<file path="src/rtl/ex_muldiv_ctrl_if.sv">
// EX-stage <-> mul/div sequencer bundle: op request and operands in, stall/busy/HI-LO read/commit pulses out.
// The master modport is the pipeline side; the slave modport is the sequencer.
interface ex_muldiv_ctrl_if;
    logic        op_valid;
    logic [2:0]  op;
    logic        flush;
    logic [31:0] src_s;
    logic [31:0] src_t;
    logic        stall;
    logic        busy;
    logic [31:0] hilo_rdata;
    logic        done;
    logic        div_zero;

    modport master (
        output op_valid, op, flush, src_s, src_t,
        input  stall, busy, hilo_rdata, done, div_zero
    );

    modport slave (
        input  op_valid, op, flush, src_s, src_t,
        output stall, busy, hilo_rdata, done, div_zero
    );
endinterface

</file>
<file path="src/rtl/ex_muldiv_ctrl.sv">
// Iterative MULT/MULTU/DIV/DIVU sequencer owning HI/LO; 1 + 32/STEPS_PER_CYCLE + FIXUP_CYCLES edges to commit.
// Backpressure: stall holds any valid, unflushed EX op while busy; MT/MF complete in the same cycle when idle.
module ex_muldiv_ctrl #(
    parameter int STEPS_PER_CYCLE = 1,
    parameter int FIXUP_CYCLES    = 1
) (
    input  logic            i_clk,
    input  logic            i_rst_n,
    ex_muldiv_ctrl_if.slave io_mdu
);
    localparam int         ITERS     = 32 / STEPS_PER_CYCLE;
    localparam logic [5:0] ITER_LAST = 6'(ITERS - 1);
    localparam logic [5:0] FIX_LAST  = 6'(FIXUP_CYCLES - 1);

    localparam logic [2:0] OP_MTHI = 3'd4;
    localparam logic [2:0] OP_MTLO = 3'd5;
    localparam logic [2:0] OP_MFHI = 3'd6;
    localparam logic [2:0] OP_MFLO = 3'd7;

    typedef enum logic [1:0] {
        S_IDLE  = 2'd0,
        S_MUL   = 2'd1,
        S_DIV   = 2'd2,
        S_FIXUP = 2'd3
    } state_t;

    state_t      r_state;
    logic [31:0] r_hi;
    logic [31:0] r_lo;
    logic        r_busy;
    logic        r_done;
    logic        r_div_zero;
    logic [5:0]  r_cnt;
    logic [63:0] r_acc;
    logic [31:0] r_opnd;
    logic [32:0] r_rem;
    logic [31:0] r_quo;
    logic        r_is_div;
    logic        r_neg_res;
    logic        r_neg_rem;
    logic        r_dz;

    logic        w_stall;
    logic        w_accept;
    logic        w_signed;
    logic [31:0] w_abs_s;
    logic [31:0] w_abs_t;
    logic [63:0] w_acc_nxt;
    logic [32:0] w_rem_nxt;
    logic [31:0] w_quo_nxt;
    logic [32:0] w_msum;
    logic [32:0] w_rshift;
    logic [63:0] w_prod;
    logic [31:0] w_quo_fix;
    logic [31:0] w_rem_fix;
    logic        w_unused_rem_msb;

    assign w_stall  = io_mdu.op_valid & ~io_mdu.flush & r_busy;
    assign w_accept = io_mdu.op_valid & ~io_mdu.flush & ~w_stall;

    // Ops 0 (MULT) and 2 (DIV) are the signed forms: op[0] clear.
    assign w_signed = ~io_mdu.op[0];
    assign w_abs_s  = (w_signed & io_mdu.src_s[31]) ? (32'd0 - io_mdu.src_s) : io_mdu.src_s;
    assign w_abs_t  = (w_signed & io_mdu.src_t[31]) ? (32'd0 - io_mdu.src_t) : io_mdu.src_t;

    // One clock retires STEPS_PER_CYCLE bits of both datapaths; only the active one is registered.
    always_comb begin
        w_acc_nxt = r_acc;
        w_rem_nxt = r_rem;
        w_quo_nxt = r_quo;
        w_msum    = '0;
        w_rshift  = '0;
        for (int i = 0; i < STEPS_PER_CYCLE; i++) begin
            w_msum    = {1'b0, w_acc_nxt[63:32]} + (w_acc_nxt[0] ? {1'b0, r_opnd} : 33'd0);
            w_acc_nxt = {w_msum, w_acc_nxt[31:1]};
            w_rshift  = {w_rem_nxt[31:0], w_quo_nxt[31]};
            w_quo_nxt = {w_quo_nxt[30:0], 1'b0};
            if (w_rshift >= {1'b0, r_opnd}) begin
                w_rem_nxt    = w_rshift - {1'b0, r_opnd};
                w_quo_nxt[0] = 1'b1;
            end else begin
                w_rem_nxt = w_rshift;
            end
        end
    end

    // A zero divisor leaves the dividend magnitude in the remainder, so the sign fix restores src_s.
    assign w_prod    = r_neg_res ? (64'd0 - r_acc) : r_acc;
    assign w_quo_fix = r_dz ? 32'hFFFF_FFFF : (r_neg_res ? (32'd0 - r_quo) : r_quo);
    assign w_rem_fix = r_neg_rem ? (32'd0 - r_rem[31:0]) : r_rem[31:0];

    assign w_unused_rem_msb = r_rem[32];

    always_ff @(posedge i_clk or negedge i_rst_n) begin
        if (!i_rst_n) begin
            r_state    <= S_IDLE;
            r_hi       <= '0;
            r_lo       <= '0;
            r_busy     <= 1'b0;
            r_done     <= 1'b0;
            r_div_zero <= 1'b0;
            r_cnt      <= '0;
            r_acc      <= '0;
            r_opnd     <= '0;
            r_rem      <= '0;
            r_quo      <= '0;
            r_is_div   <= 1'b0;
            r_neg_res  <= 1'b0;
            r_neg_rem  <= 1'b0;
            r_dz       <= 1'b0;
        end else begin
            r_done     <= 1'b0;
            r_div_zero <= 1'b0;
            case (r_state)
                S_IDLE: begin
                    if (w_accept) begin
                        case (io_mdu.op)
                            OP_MTHI: r_hi <= io_mdu.src_s;
                            OP_MTLO: r_lo <= io_mdu.src_s;
                            OP_MFHI, OP_MFLO: begin
                            end
                            default: begin
                                r_busy    <= 1'b1;
                                r_cnt     <= '0;
                                r_is_div  <= io_mdu.op[1];
                                r_neg_res <= w_signed & (io_mdu.src_s[31] ^ io_mdu.src_t[31]);
                                r_neg_rem <= w_signed & io_mdu.src_s[31];
                                r_dz      <= (io_mdu.src_t == 32'd0);
                                r_opnd    <= w_abs_t;
                                r_acc     <= {32'd0, w_abs_s};
                                r_rem     <= '0;
                                r_quo     <= w_abs_s;
                                r_state   <= io_mdu.op[1] ? S_DIV : S_MUL;
                            end
                        endcase
                    end
                end
                S_MUL, S_DIV: begin
                    if (r_state == S_MUL) begin
                        r_acc <= w_acc_nxt;
                    end else begin
                        r_rem <= w_rem_nxt;
                        r_quo <= w_quo_nxt;
                    end
                    r_cnt <= r_cnt + 6'd1;
                    if (r_cnt == ITER_LAST) begin
                        r_cnt   <= '0;
                        r_state <= S_FIXUP;
                    end
                end
                S_FIXUP: begin
                    r_cnt <= r_cnt + 6'd1;
                    if (r_cnt == FIX_LAST) begin
                        if (r_is_div) begin
                            r_hi <= w_rem_fix;
                            r_lo <= w_quo_fix;
                        end else begin
                            r_hi <= w_prod[63:32];
                            r_lo <= w_prod[31:0];
                        end
                        r_cnt      <= '0;
                        r_busy     <= 1'b0;
                        r_done     <= 1'b1;
                        r_div_zero <= r_is_div & r_dz;
                        r_state    <= S_IDLE;
                    end
                end
                default: r_state <= S_IDLE;
            endcase
        end
    end

    assign io_mdu.stall      = w_stall;
    assign io_mdu.busy       = r_busy;
    assign io_mdu.done       = r_done;
    assign io_mdu.div_zero   = r_div_zero;
    assign io_mdu.hilo_rdata = (io_mdu.op_valid && io_mdu.op == OP_MFHI) ? r_hi :
                               (io_mdu.op_valid && io_mdu.op == OP_MFLO) ? r_lo : 32'd0;
endmodule

</file>
<file path="src/flat_wrapper.sv">
// flat-port wrapper written by rule: the top's interface ports become plain ports
module ex_muldiv_ctrl_flat 
#(
    parameter int STEPS_PER_CYCLE = 1,
    parameter int FIXUP_CYCLES    = 1
)
  (i_clk, i_rst_n, io_mdu_op_valid, io_mdu_op, io_mdu_flush, io_mdu_src_s, io_mdu_src_t, io_mdu_stall, io_mdu_busy, io_mdu_hilo_rdata, io_mdu_done, io_mdu_div_zero);
  ex_muldiv_ctrl_if io_mdu_i ();
  input  logic i_clk;
  input  logic i_rst_n;
  input wire logic [$bits(io_mdu_i.op_valid)-1:0] io_mdu_op_valid;
  input wire logic [$bits(io_mdu_i.op)-1:0] io_mdu_op;
  input wire logic [$bits(io_mdu_i.flush)-1:0] io_mdu_flush;
  input wire logic [$bits(io_mdu_i.src_s)-1:0] io_mdu_src_s;
  input wire logic [$bits(io_mdu_i.src_t)-1:0] io_mdu_src_t;
  output wire logic [$bits(io_mdu_i.stall)-1:0] io_mdu_stall;
  output wire logic [$bits(io_mdu_i.busy)-1:0] io_mdu_busy;
  output wire logic [$bits(io_mdu_i.hilo_rdata)-1:0] io_mdu_hilo_rdata;
  output wire logic [$bits(io_mdu_i.done)-1:0] io_mdu_done;
  output wire logic [$bits(io_mdu_i.div_zero)-1:0] io_mdu_div_zero;
  assign io_mdu_i.op_valid = io_mdu_op_valid;
  assign io_mdu_i.op = io_mdu_op;
  assign io_mdu_i.flush = io_mdu_flush;
  assign io_mdu_i.src_s = io_mdu_src_s;
  assign io_mdu_i.src_t = io_mdu_src_t;
  assign io_mdu_stall = io_mdu_i.stall;
  assign io_mdu_busy = io_mdu_i.busy;
  assign io_mdu_hilo_rdata = io_mdu_i.hilo_rdata;
  assign io_mdu_done = io_mdu_i.done;
  assign io_mdu_div_zero = io_mdu_i.div_zero;
  ex_muldiv_ctrl #(.STEPS_PER_CYCLE(STEPS_PER_CYCLE), .FIXUP_CYCLES(FIXUP_CYCLES)) u_core (.i_clk(i_clk), .i_rst_n(i_rst_n), .io_mdu(io_mdu_i));
endmodule
</file>
<file path="config.mk">
export PLATFORM = sky130hd
export DESIGN_NAME = ex_muldiv_ctrl_flat
export DESIGN_NICKNAME = d
export VERILOG_FILES = /design/src/rtl/ex_muldiv_ctrl_if.sv /design/src/rtl/ex_muldiv_ctrl.sv /design/src/flat_wrapper.sv
export SDC_FILE = /design/constraint.sdc
export NUM_CORES = 1
export LEC_CHECK = 0
export BUFFER_PORTS_ARGS = -buffer_cell sky130_fd_sc_hd__buf_2
export CAP_MARGIN = 30
export CORE_MARGIN = 10
export CORE_UTILIZATION = 35
export DETAILED_ROUTE_END_ITERATION = 8
export SYNTH_ARGS = -nofsm -noshare
export SYNTH_HDL_FRONTEND = slang
export SYNTH_SLANG_ARGS = --single-unit
</file>
<file path="constraint.sdc">
create_clock -name i_clk -period 7.2 [get_ports i_clk]
set_clock_uncertainty 0.2 [all_clocks]
set_input_delay 0.72 -clock i_clk [delete_from_list [all_inputs] [get_ports i_clk]]
set_output_delay 0.72 -clock i_clk [all_outputs]
set_load 0.005 [all_outputs]
</file>
Yosys cells after proc, flatten, opt, wreduce, memory -nomap -nowiden --
Cells that the tools add are included.
Storage, ports and cells: flip-flop bits (word level) 239, bits of input ports 71, output and inout bits 36, word-level logic and storage cells 121
Operators by class: add/subtract/negate cells 8, magnitude comparators 1, equal/unequal tests 16, mux-type cells 52, bitwise logic cells 12, reductions and logical operators 17
Operators with widths (count):
- 32-bit 2-to-1 mux | 23
- 64-bit 2-to-1 mux | 4
- 32-bit one-hot mux with 2 select lines | 4
- 64-bit one-hot mux with 2 select lines | 1
- 1-bit by 32-bit subtractor with 32-bit output, first input constant | 4
- 1-bit by 64-bit subtractor with 64-bit output, first input constant | 1
- 32-bit by 33-bit adder with 33-bit output | 1
- 33-bit by 32-bit >= comparator with 1-bit output | 1
- 32-bit logical NOT | 1
- 32-bit subtractor | 1
- 6-bit 2-to-1 mux | 4
- 4-bit AND reduction | 6
- 6-bit one-hot mux with 3 select lines | 1
- 3-bit == test, second input constant | 4
- 2-bit 2-to-1 mux | 5
- 1-bit 2-to-1 mux | 8
- 2-bit by 1-bit != test with 1-bit output, second input constant | 4
- 2-bit != test, second input constant | 4
- 1-bit bitwise AND | 7
- 6-bit by 1-bit adder with 6-bit output, second input constant | 1
- 6-bit by 5-bit == test with 1-bit output, second input constant | 1
- 6-bit logical NOT | 1
- 2-bit one-hot mux with 3 select lines | 1
- 2-bit == test, second input constant | 2
- 11 further kinds | 16

Logic depth before layout (Yosys ltp) --
Gate-level depths: netlist of run 1.
word-level depth 7, mapped depth 13, gate-level depth less buffers 13

Worst setup path after synthesis of run 1 --
OpenSTA, ideal clock, no wires.
kind reg-to-reg, start register u_core.r_acc[0], end register u_core.r_acc[59], library setup time 0.122 ns, data arrival time 3.404 ns, data required time 6.878 ns, path slack 3.475 ns, stages on the path, launching flop included 14, path buffers 1, path through dfrtp_1 -> inv_1 -> buf_1 -> nor2_1 -> ha_1 -> nor2b_1 -> o31a_1 -> o311ai_0 -> nand4_1 -> a221oi_1 -> o21ai_0 -> a21o_1 -> or2_2 -> a32o_1
Between the ends: word-level cells in the longest chain between the ends 4
Ends and longest elaborated chain:
- start: declaration | RTL line ex_muldiv_ctrl.sv:34 | logic [63:0] r_acc;
- start signal: assignment | RTL line ex_muldiv_ctrl.sv:130 | r_acc <= {32'd0, w_abs_s};
- start signal: assignment | RTL line ex_muldiv_ctrl.sv:140 | r_acc <= w_acc_nxt;
- 32-bit 2-to-1 mux | RTL line ex_muldiv_ctrl.sv:74 | w_msum = {1'b0, w_acc_nxt[63:32]} + (w_acc_nxt[0] ? {1'b0, r_opnd} : 33'd0);
- 32-bit by 33-bit adder with 33-bit output | RTL line ex_muldiv_ctrl.sv:74
- 64-bit 2-to-1 mux | RTL line ex_muldiv_ctrl.sv:139 | if (r_state == S_MUL) begin
- 64-bit one-hot mux with 2 select lines | RTL line ex_muldiv_ctrl.sv:114 | case (r_state)
No other way between the ends. The select of a mux whose other input is x is not followed. A chain may end at the register's enable or synchronous reset.

Worst setup path after layout of run 1 --
Same ends and word-level chain as after synthesis.

==> out/qor.json, run 1 <==
{
  "placed_cells": 2927,
  "synth-edff-count": 0,
  "postSynthNetCount": 2386,
  "critical_path_arrival_ns": 4.86,
  "ys_ff_latch": 239,
  "globalRouteMet2Util_pct": 30.8,
  "cpMaxStageDelayCell": "sky130_fd_sc_hd__a221oi_1",
  "post_layout_nonfiller_instances": 2981,
  "grt_usage_pct": 20.8,
  "fin_tns_setup_ns": 0,
  "num_rows": 83,
  "synthesis.area_per_instance_sq_um": 8.07,
  "netlist_area_sq_um": 18100,
  "r2r_cells": 13,
  "whs_ns": -0.0190,
  "number_of_vias_after_detailed_routing": 17500,
  "drtAntennaViolNets": 0,
  "ys_dominant_reg_cell": "sky130_fd_sc_hd__dfrtp_1",
  "cts-htree-levels": 1,
  "critPathLaunchType": "register",
  "post_cts_resize_count": 0,
  "dp_hpwl_um": 49500,
  "register_area_sq_um": 5980,
  "ys_warn_count": 0,
  "vias_in_the_first_global_route": 16500,
  "drv.max_cap_violation_count": 0,
  "post-synth-top-count-cell": "sky130_fd_sc_hd__o21ai_0",
  "post_synth_top_area_cell": "sky130_fd_sc_hd__dfrtp_1",
  "cts.reportedPaths.clkPinSlew_ns": 0.06,
  "drt_iter0_drc": 1544,
  "cts_made_buffers": 30,
  "buffers_inserted_by_post_cts_timing_repair": 0,
  "category_of_the_worst_setup_path_capture_point": "register",
  "overflow": 0,
  "clk-insertion-delay-late_ns": 0.59,
  "crit_chain": "inv_1 > buf_16 > nor2_1 > ha_1 > nor2b_1 > o31a_1 > o311ai_0 > nand4_1 > a221oi_1 > o21ai_0 > a21o_1 > or2_2 > a32o_1",
  "core-area_sq_um": 51200,
  "grt_antenna_before_repair": 1,
  "fin_crit_period_ns": 4.59,
  "failing_checks": "hold timing",
  "portion_of_synthesized_cell_area_occupied_by_the_leading_cell_type_pct": 33.1,
  "ioPinCount": 107,
  "n_fill_cell": 5266,
  "post_synth_most_frequent_cells": "sky130_fd_sc_hd__o21ai_0 (293), sky130_fd_sc_hd__nand2_1 (270), sky130_fd_sc_hd__dfrtp_1 (239), sky130_fd_sc_hd__a21oi_1 (169), sky130_fd_sc_hd__nor2_1 (160)",
  "buffer_ports.inserted": 106,
  "avgViaCountPerCell": 5.86,
  "syn-instance-count": 2238,
  "critical_path.max_stage_delay_ns": 0.72,
  "area.growth.synth_to_final_pct": 12.1,
  "cellLeakagePower_nw": 8.65,
  "finish.net_count": 2428,
  "grt_setup_unrepaired": "no",
  "run_status": "complete, but fails checks",
  "final_core_util_pct": 39.6,
  "1st_pass_router_iterations": 7,
  "chipWidth_um": 247,
  "hold_viol_final": 8,
  "grt_pass1_wl_um": 100000,
  "gp_congestion": 0.949,
  "multi_input_area_sq_um": 11400,
  "yosys.cell_types.count": 70,
  "ir_worst_vdd_mv": 0.218,
  "critical_path.max_fanout": 30,
  "postCtsHoldBufs": 0,
  "final_setup_viols": 0,
  "met1_usage_pct": 29.4,
  "final_min_period_over_clock_period_pct": 63.8,
  "worst_hold_path_type": "input port to asynchronous set/reset pin",
  "cts_tree": "yes",
  "timing.max_slew.rel_slack_pct": 29.4,
  "synth.yosys.seq_area_share_pct": 33.1,
  "antenna_cells_inserted": 0,
  "fraction_of_final_layout_cells_sized_beyond_drive_strength_1_pct": 9.47,
  "grt_max_degree": 127,
  "fp.dieArea_sq_um": 61100,
  "tightestPinTransition_ns": 1.05,
  "final-max-slew-violation-count": 0,
  "synth_top_cells_by_area": "sky130_fd_sc_hd__dfrtp_1 (33%), sky130_fd_sc_hd__o21ai_0 (8.1%), sky130_fd_sc_hd__xnor2_1 (6.5%)",
  "async_reset_ff_share_pct": 100,
  "avgRoutedWirePerCell_um": 22.1,
  "initial_utilization_pct": 35.3,
  "global_route_track_usage_on_met3_pct": 3.63,
  "cts-root-buf": "sky130_fd_sc_hd__clkbuf_16",
  "cts.sinks": 239,
  "dieHeight_um": 247,
  "wp_data_required_ns": 7.47,
  "worstSetupPathType": "register to register",
  "route.detailed.drc": 0,
  "achievable-frequency_ghz": 0.218,
  "power_density_nw_per_um2": 150,
  "global_route.peak_usage_layer": "met2",
  "routed_wirelength_um": 65700,
  "cts-root-to-sink-buffers": 3
}
critical path: cells and delay by family, from the launching register on:
family,cells,cell delay [ns]
flops,1,0.42
compound gates,6,2.32
fa+ha+maj,1,0.32
simple gates,4,0.79
buf+inv,2,0.43
state kept, by name (all words and copies together), names as in the netlist, 2 cells and up:
register        cells
u_core.r_cnt        6
u_core.r_rem       32
u_core.r_lo        32
u_core.r_hi        32
u_core.r_quo       32
u_core.r_acc       64
u_core.r_opnd      32
u_core.r_state      2
layer usage:
metal	part of all wire, %	wire [um]	up-vias
met1	45	29700	8402
li1	-	-	8220
met2	42	27800	713
met3	8.3	5470	122
met4	4.1	2700	2
met5	0.015	10	-
where the power goes:
group | internal, mW | total (mW) | switching, mW
registers | 1.34 | 1.34 | 0
logic | 0.0534 | 0.178 | 0.125
clock network | 0.884 | 1.51 | 0.627
path summary, 6_finish.rpt:
kind	slack [ns]	endpoint	start
worst min-delay path	-0.02	u_core.r_hi[28]$_DFFE_PN0P_	i_rst_n
max in group asynchronous	5.60	u_core.r_quo[6]$_DFFE_PN0P_	i_rst_n
worst max-delay path	2.61	u_core.r_acc[59]$_DFFE_PN0P_	u_core.r_acc[0]$_DFFE_PN0P_
min in group i_clk	0.24	u_core.r_opnd[9]$_DFFE_PN0P_	io_mdu_src_t[9]
worst min register to register	0.28	u_core.r_opnd[27]$_DFFE_PN0P_	u_core.r_opnd[27]$_DFFE_PN0P_
worst max register to register	2.61	u_core.r_acc[59]$_DFFE_PN0P_	u_core.r_acc[0]$_DFFE_PN0P_
layout make-up:
| cell class | instances | area share [%] |
|---|---|---|
| Timing Repair Buffer | 134 | 3.97 |
| Clock inverter | 12 | 0.593 |
| Multi-Input combinational cell | 1802 | 56.2 |
| Inverter | 73 | 1.35 |
| Tap cell | 680 | 4.20 |
| Sequential cell | 239 | 29.5 |
| Clock buffer | 41 | 4.16 |
logic make-up (layout without fill, tap and decap cells):
| group | after synthesis | count (layout) | synth area share (%) |
|---|---|---|---|
| AO/OA/AOI/OAI | 797 | 797 | 27.7 |
| XOR/XNOR | 226 | 226 | 11.0 |
| adder cells (fa/ha/maj) | 77 | 77 | 5.42 |
| buffers and inverters | 197 | 260 | 4.10 |
| flip-flops | 239 | 239 | 33.1 |
| multiplexers | 14 | 14 | 0.810 |
| AND/OR/NAND/NOR | 688 | 688 | 17.9 |
stage by stage:
stage | total power [mW] | instance area (sq um) | worst slack [ns]
final | 3.03 | 20300 | 2.61
after global routing | 3.13 | 20300 | 2.36
after CTS | 3.05 | 20200 | 2.59
after detailed placement | 1.54 | 19300 | 2.61
after global placement | 1.54 | 19200 | 2.23
after floorplan | 1.44 | 18100 | 3.47
placed cells by master, fill, tap and decap left out, types with 9 or more instances in the layout:
cell / n
sky130_fd_sc_hd__a32oi_1: 12
sky130_fd_sc_hd__and3_1: 14
sky130_fd_sc_hd__dfrtp_1: 237
sky130_fd_sc_hd__xnor2_1: 134
sky130_fd_sc_hd__nand4_1: 13
sky130_fd_sc_hd__a21oi_1: 169
sky130_fd_sc_hd__a21o_1: 32
sky130_fd_sc_hd__o221ai_1: 14
sky130_fd_sc_hd__buf_4: 25
sky130_fd_sc_hd__or3_1: 30
sky130_fd_sc_hd__o21a_1: 10
sky130_fd_sc_hd__a22oi_1: 32
sky130_fd_sc_hd__or4_1: 25
sky130_fd_sc_hd__nor2b_1: 23
sky130_fd_sc_hd__mux2i_1: 9
sky130_fd_sc_hd__clkbuf_16: 31
sky130_fd_sc_hd__ha_1: 74
sky130_fd_sc_hd__o22ai_1: 18
sky130_fd_sc_hd__nor3_1: 36
sky130_fd_sc_hd__a31oi_1: 13
sky130_fd_sc_hd__o31ai_1: 55
sky130_fd_sc_hd__a211oi_1: 10
sky130_fd_sc_hd__inv_1: 72
sky130_fd_sc_hd__nor2_1: 157
sky130_fd_sc_hd__nand3_1: 33
sky130_fd_sc_hd__buf_2: 105
sky130_fd_sc_hd__and2_1: 9
sky130_fd_sc_hd__nor4_1: 15
sky130_fd_sc_hd__nand2b_1: 26
sky130_fd_sc_hd__xor2_1: 92
sky130_fd_sc_hd__nand2_1: 267
sky130_fd_sc_hd__o41ai_1: 26
sky130_fd_sc_hd__o21ai_0: 293
sky130_fd_sc_hd__a22o_1: 42
No activity file was read; power rests on OpenSTA's default activity.
==> inputs of run 2 (changes only) <==
clock period = 4.3 ns   (was 7.2 ns; I/O delays follow)
==> out/qor.json, run 2 (same netlist as run 1, synthesis figures left out) <==
{
  "run_status": {"value": "finished clean", "change": "was complete, but fails checks"},
  "fin_tns_setup": {"value": 0, "unit": "ns", "change": "unchanged"},
  "clk-insertion-delay-late": {"value": 0.61, "unit": "ns", "change": "was 0.59 ns"},
  "buffers_inserted_by_post_cts_timing_repair": {"value": 0, "change": "unchanged"},
  "timing.max_slew.rel_slack": {"value": 34.3, "unit": "%", "change": "was 29.4%"},
  "grt_usage": {"value": 21.7, "unit": "%", "change": "was 20.8%"},
  "avgRoutedWirePerCell": {"value": 22.3, "unit": "um", "change": "was 22.1 um"},
  "initial_utilization": {"value": 35.3, "unit": "%", "change": "unchanged"},
  "vias_in_the_first_global_route": {"value": 17000, "change": "was 16.5k"},
  "num_rows": {"value": 83, "change": "unchanged"},
  "r2r_cells": {"value": 9, "change": "was 13"},
  "ir_worst_vdd": {"value": 0.293, "unit": "mV", "change": "was 0.218 mV"},
  "cts.reportedPaths.clkPinSlew": {"value": 0.06, "unit": "ns", "change": "about the same"},
  "worst_r2r_endpoint": {"value": "u_core.r_hi[10]$_DFFE_PN0P_", "change": "was u_core.r_acc[59]$_DFFE_PN0P_"},
  "drt_iter0_drc": {"value": 1645, "change": "was 1544"},
  "worstSetupPathType": {"value": "register to register", "change": "unchanged"},
  "critPathLaunchType": {"value": "register", "change": "unchanged"},
  "worst_hold_path_type": {"value": "input port to register", "change": "was input port to asynchronous set/reset pin"},
  "1st_pass_router_iterations": {"value": 7, "change": "unchanged"},
  "register_area": {"value": 5980, "unit": "sq um", "change": "unchanged"},
  "core-area": {"value": 51200, "unit": "sq um", "change": "unchanged"},
  "ioPinCount": {"value": 107, "change": "unchanged"},
  "achievable-frequency": {"value": 0.241, "unit": "GHz", "change": "was 0.218 GHz"},
  "power_density": {"value": 248, "unit": "nW/um^2", "change": "was 150 nW/um^2"},
  "fraction_of_final_layout_cells_sized_beyond_drive_strength_1": {"value": 10.9, "unit": "%", "change": "was 9.47%"},
  "power.total": {"value": 5.17, "unit": "mW", "change": "was 3.03 mW"},
  "buffer_ports.inserted": {"value": 106, "change": "unchanged"},
  "cp-endpoint": {"value": "u_core.r_hi[10]$_DFFE_PN0P_", "change": "was u_core.r_acc[59]$_DFFE_PN0P_"},
  "hold_viol_final": {"value": 0, "change": "was 8"},
  "finish.net_count": {"value": 2497, "change": "was 2428"},
  "layout.cell_area.non_filler": {"value": 20800, "unit": "sq um", "change": "was 20300 sq um"},
  "drtAntennaViolNets": {"value": 0, "change": "unchanged"},
  "drv.max_cap_violation_count": {"value": 0, "change": "unchanged"},
  "largest_register_ffs": {"value": 64, "change": "unchanged"},
  "route.detailed.drc": {"value": 0, "change": "unchanged"},
  "fp.dieArea": {"value": 61100, "unit": "sq um", "change": "unchanged"},
  "area.growth.synth_to_final": {"value": 15.4, "unit": "%", "change": "was 12.1%"},
  "category_of_the_worst_setup_path_capture_point": {"value": "register", "change": "unchanged"},
  "post_layout_nonfiller_instances": {"value": 3049, "change": "was 2981"},
  "final-max-slew-violation-count": {"value": 0, "change": "unchanged"},
  "largest-register": {"value": "u_core.r_acc", "change": "unchanged"},
  "grt_antenna_before_repair": {"value": 1, "change": "unchanged"},
  "placement.cell_area": {"value": 19500, "unit": "sq um", "change": "was 19300 sq um"},
  "gp_congestion": {"value": 0.950, "change": "was 0.949"},
  "reg2reg_from": {"value": "u_core.r_acc[7]$_DFFE_PN0P_", "change": "was u_core.r_acc[0]$_DFFE_PN0P_"},
  "overflow": {"value": 0, "change": "unchanged"},
  "cts-htree-levels": {"value": 1, "change": "unchanged"},
  "cts-root-to-sink-buffers": {"value": 3, "change": "unchanged"},
  "grt_max_degree": {"value": 101, "change": "was 127"},
  "final_critical_path_setup_slack": {"value": 0.150, "unit": "ns", "change": "was 2.61 ns"},
  "dieHeight": {"value": 247, "unit": "um", "change": "unchanged"},
  "placed_cells": {"value": 2967, "change": "was 2927"},
  "wp_data_required": {"value": 4.54, "unit": "ns", "change": "was 7.47 ns"},
  "dp_hpwl": {"value": 51900, "unit": "um", "change": "was 49500 um"},
  "critical_path_arrival": {"value": 4.39, "unit": "ns", "change": "was 4.86 ns"},
  "cts_made_buffers": {"value": 31, "change": "was 30"},
  "grt_setup_unrepaired": {"value": "no", "change": "unchanged"},
  "fin_crit_period": {"value": 4.15, "unit": "ns", "change": "was 4.59 ns"},
  "cellLeakagePower": {"value": 8.96, "unit": "nW", "change": "was 8.65 nW"},
  "most_common_library_cell_in_the_layout_ignoring_fill_and_taps": {"value": "sky130_fd_sc_hd__o21ai_0", "change": "unchanged"},
  "cts_tree": {"value": "yes", "change": "unchanged"},
  "multi_input_area": {"value": 11400, "unit": "sq um", "change": "about the same"},
  "chipWidth": {"value": 247, "unit": "um", "change": "unchanged"},
  "layout_common_cells": {"value": "sky130_fd_sc_hd__o21ai_0 (293), sky130_fd_sc_hd__nand2_1 (267), sky130_fd_sc_hd__dfrtp_1 (237)", "change": "unchanged"},
  "routed_wirelength": {"value": 68100, "unit": "um", "change": "was 65700 um"},
  "cts.sinks": {"value": 239, "change": "unchanged"},
  "number_of_vias_after_detailed_routing": {"value": 17800, "change": "was 17.5k"},
  "dp_slack": {"value": 0.0260, "unit": "ns", "change": "was 2.61 ns"},
  "rrSetupSlack": {"value": 0.15, "unit": "ns", "change": "was 2.61 ns"},
  "n_fill_cell": {"value": 5245, "change": "was 5266"},
  "avgViaCountPerCell": {"value": 5.85, "change": "was 5.86"},
  "final_setup_viols": {"value": 0, "change": "unchanged"},
  "grt_pass1_wl": {"value": 104000, "unit": "um", "change": "was 100000 um"},
  "critical_path.max_fanout": {"value": 6, "change": "was 30"},
  "tightestPinTransition": {"value": 0.986, "unit": "ns", "change": "was 1.05 ns"},
  "cts-root-buf": {"value": "sky130_fd_sc_hd__clkbuf_16", "change": "unchanged"},
  "final_min_period_over_clock_period": {"value": 96.5, "unit": "%", "change": "was 63.8%"},
  "startpoint": {"value": "u_core.r_acc[7]$_DFFE_PN0P_", "change": "was u_core.r_acc[0]$_DFFE_PN0P_"}
}
run 2: cell types whose count changed in the layout (fill, tap and decap cells not counted), moves of 2 or more:
cell,delta
sky130_fd_sc_hd__clkinv_2,-5
sky130_fd_sc_hd__clkbuf_8,+7
sky130_fd_sc_hd__buf_16,-2
sky130_fd_sc_hd__dlygate4sd3_1,+29
sky130_fd_sc_hd__buf_4,+41
sky130_fd_sc_hd__clkinv_4,-2
run 2: metrics by stage:
step | hold slack (ns) | util (%)
final | 0.00358 | 40.7
after floorplan | -0.0656 | -
after global routing | 0.0370 | 40.7
after detailed placement | 0.268 | 38.2
after CTS | 0.0179 | 40.7
after global placement | 0.261 | 38.2
run 2: layout make-up:
| type | count | share of cell area (%) |
|---|---|---|
| Multi-Input combinational cell | 1802 | 54.7 |
| Clock inverter | 5 | 0.270 |
| Inverter | 73 | 1.31 |
| Timing Repair Buffer | 202 | 6.46 |
| Antenna cell | 1 | 0.0120 |
| Tap cell | 680 | 4.08 |
| Sequential cell | 239 | 28.7 |
| Clock buffer | 47 | 4.49 |
run 2: worst min path at each step:
stage	slack [ns]	end	cells past startpoint	start
6_report	0.004	u_core.r_opnd[0]$_DFFE_PN0P_	3	io_mdu_src_t[0]
5_1_grt	0.04	u_core.r_lo[14]$_DFFE_PN0P_	3	io_mdu_src_s[14]
4_1_cts	0.02	u_core.r_opnd[20]$_DFFE_PN0P_	4	io_mdu_src_t[20]
3_5_place_dp	0.27	u_core.r_hi[20]$_DFFE_PN0P_	2	u_core.r_hi[20]$_DFFE_PN0P_
3_3_place_gp	0.26	u_core.r_lo[15]$_DFFE_PN0P_	1	u_core.r_lo[15]$_DFFE_PN0P_
2_1_floorplan	-0.07	u_core.io_mdu.busy$_DFFE_PN0P_	0	i_rst_n
run 2: worst max-delay path: stages, from the launching register on:
cell and delay, ns:
sky130_fd_sc_hd__dfrtp_1 0.42, sky130_fd_sc_hd__or4_4 0.57, sky130_fd_sc_hd__or3_4 0.38, sky130_fd_sc_hd__or4_1 0.68
sky130_fd_sc_hd__nor2_1 0.41, sky130_fd_sc_hd__nand2_1 0.29, sky130_fd_sc_hd__o41ai_1 0.37, sky130_fd_sc_hd__xnor2_1 0.09
sky130_fd_sc_hd__o21ai_0 0.42, sky130_fd_sc_hd__o21ai_0 0.16
run 2: what timing repair did:
| item | CTS | global route |
|---|---|---|
| hold buffers | 29 | 0 |
| gates resized for setup | 0 | 3 |
| hold endpoints to repair | 128 | 0 |
| endpoints found under the setup margin | 0 | 4 |
run 2: power by group:
part	internal [mW]	total (mW)	switching (mW)	leakage, nW
clock network	1.53	2.60	1.06	0.488
registers	2.25	2.25	0	3.10
logic	0.108	0.325	0.217	5.37
total	3.89	5.17	1.28	8.96
run 2: layer usage:
| metal | part of all wire (%) | global-route usage, % | wire [um] | up-vias |
|---|---|---|---|---|
| met5 | 0 | 0 | 0 | - |
| met4 | 3.3 | 7.42 | 2280 | 0 |
| met3 | 7.6 | 3.68 | 5170 | 108 |
| met2 | 44 | 33.5 | 29700 | 706 |
| met1 | 46 | 30.1 | 31000 | 8653 |
| li1 | - | - | - | 8362 |
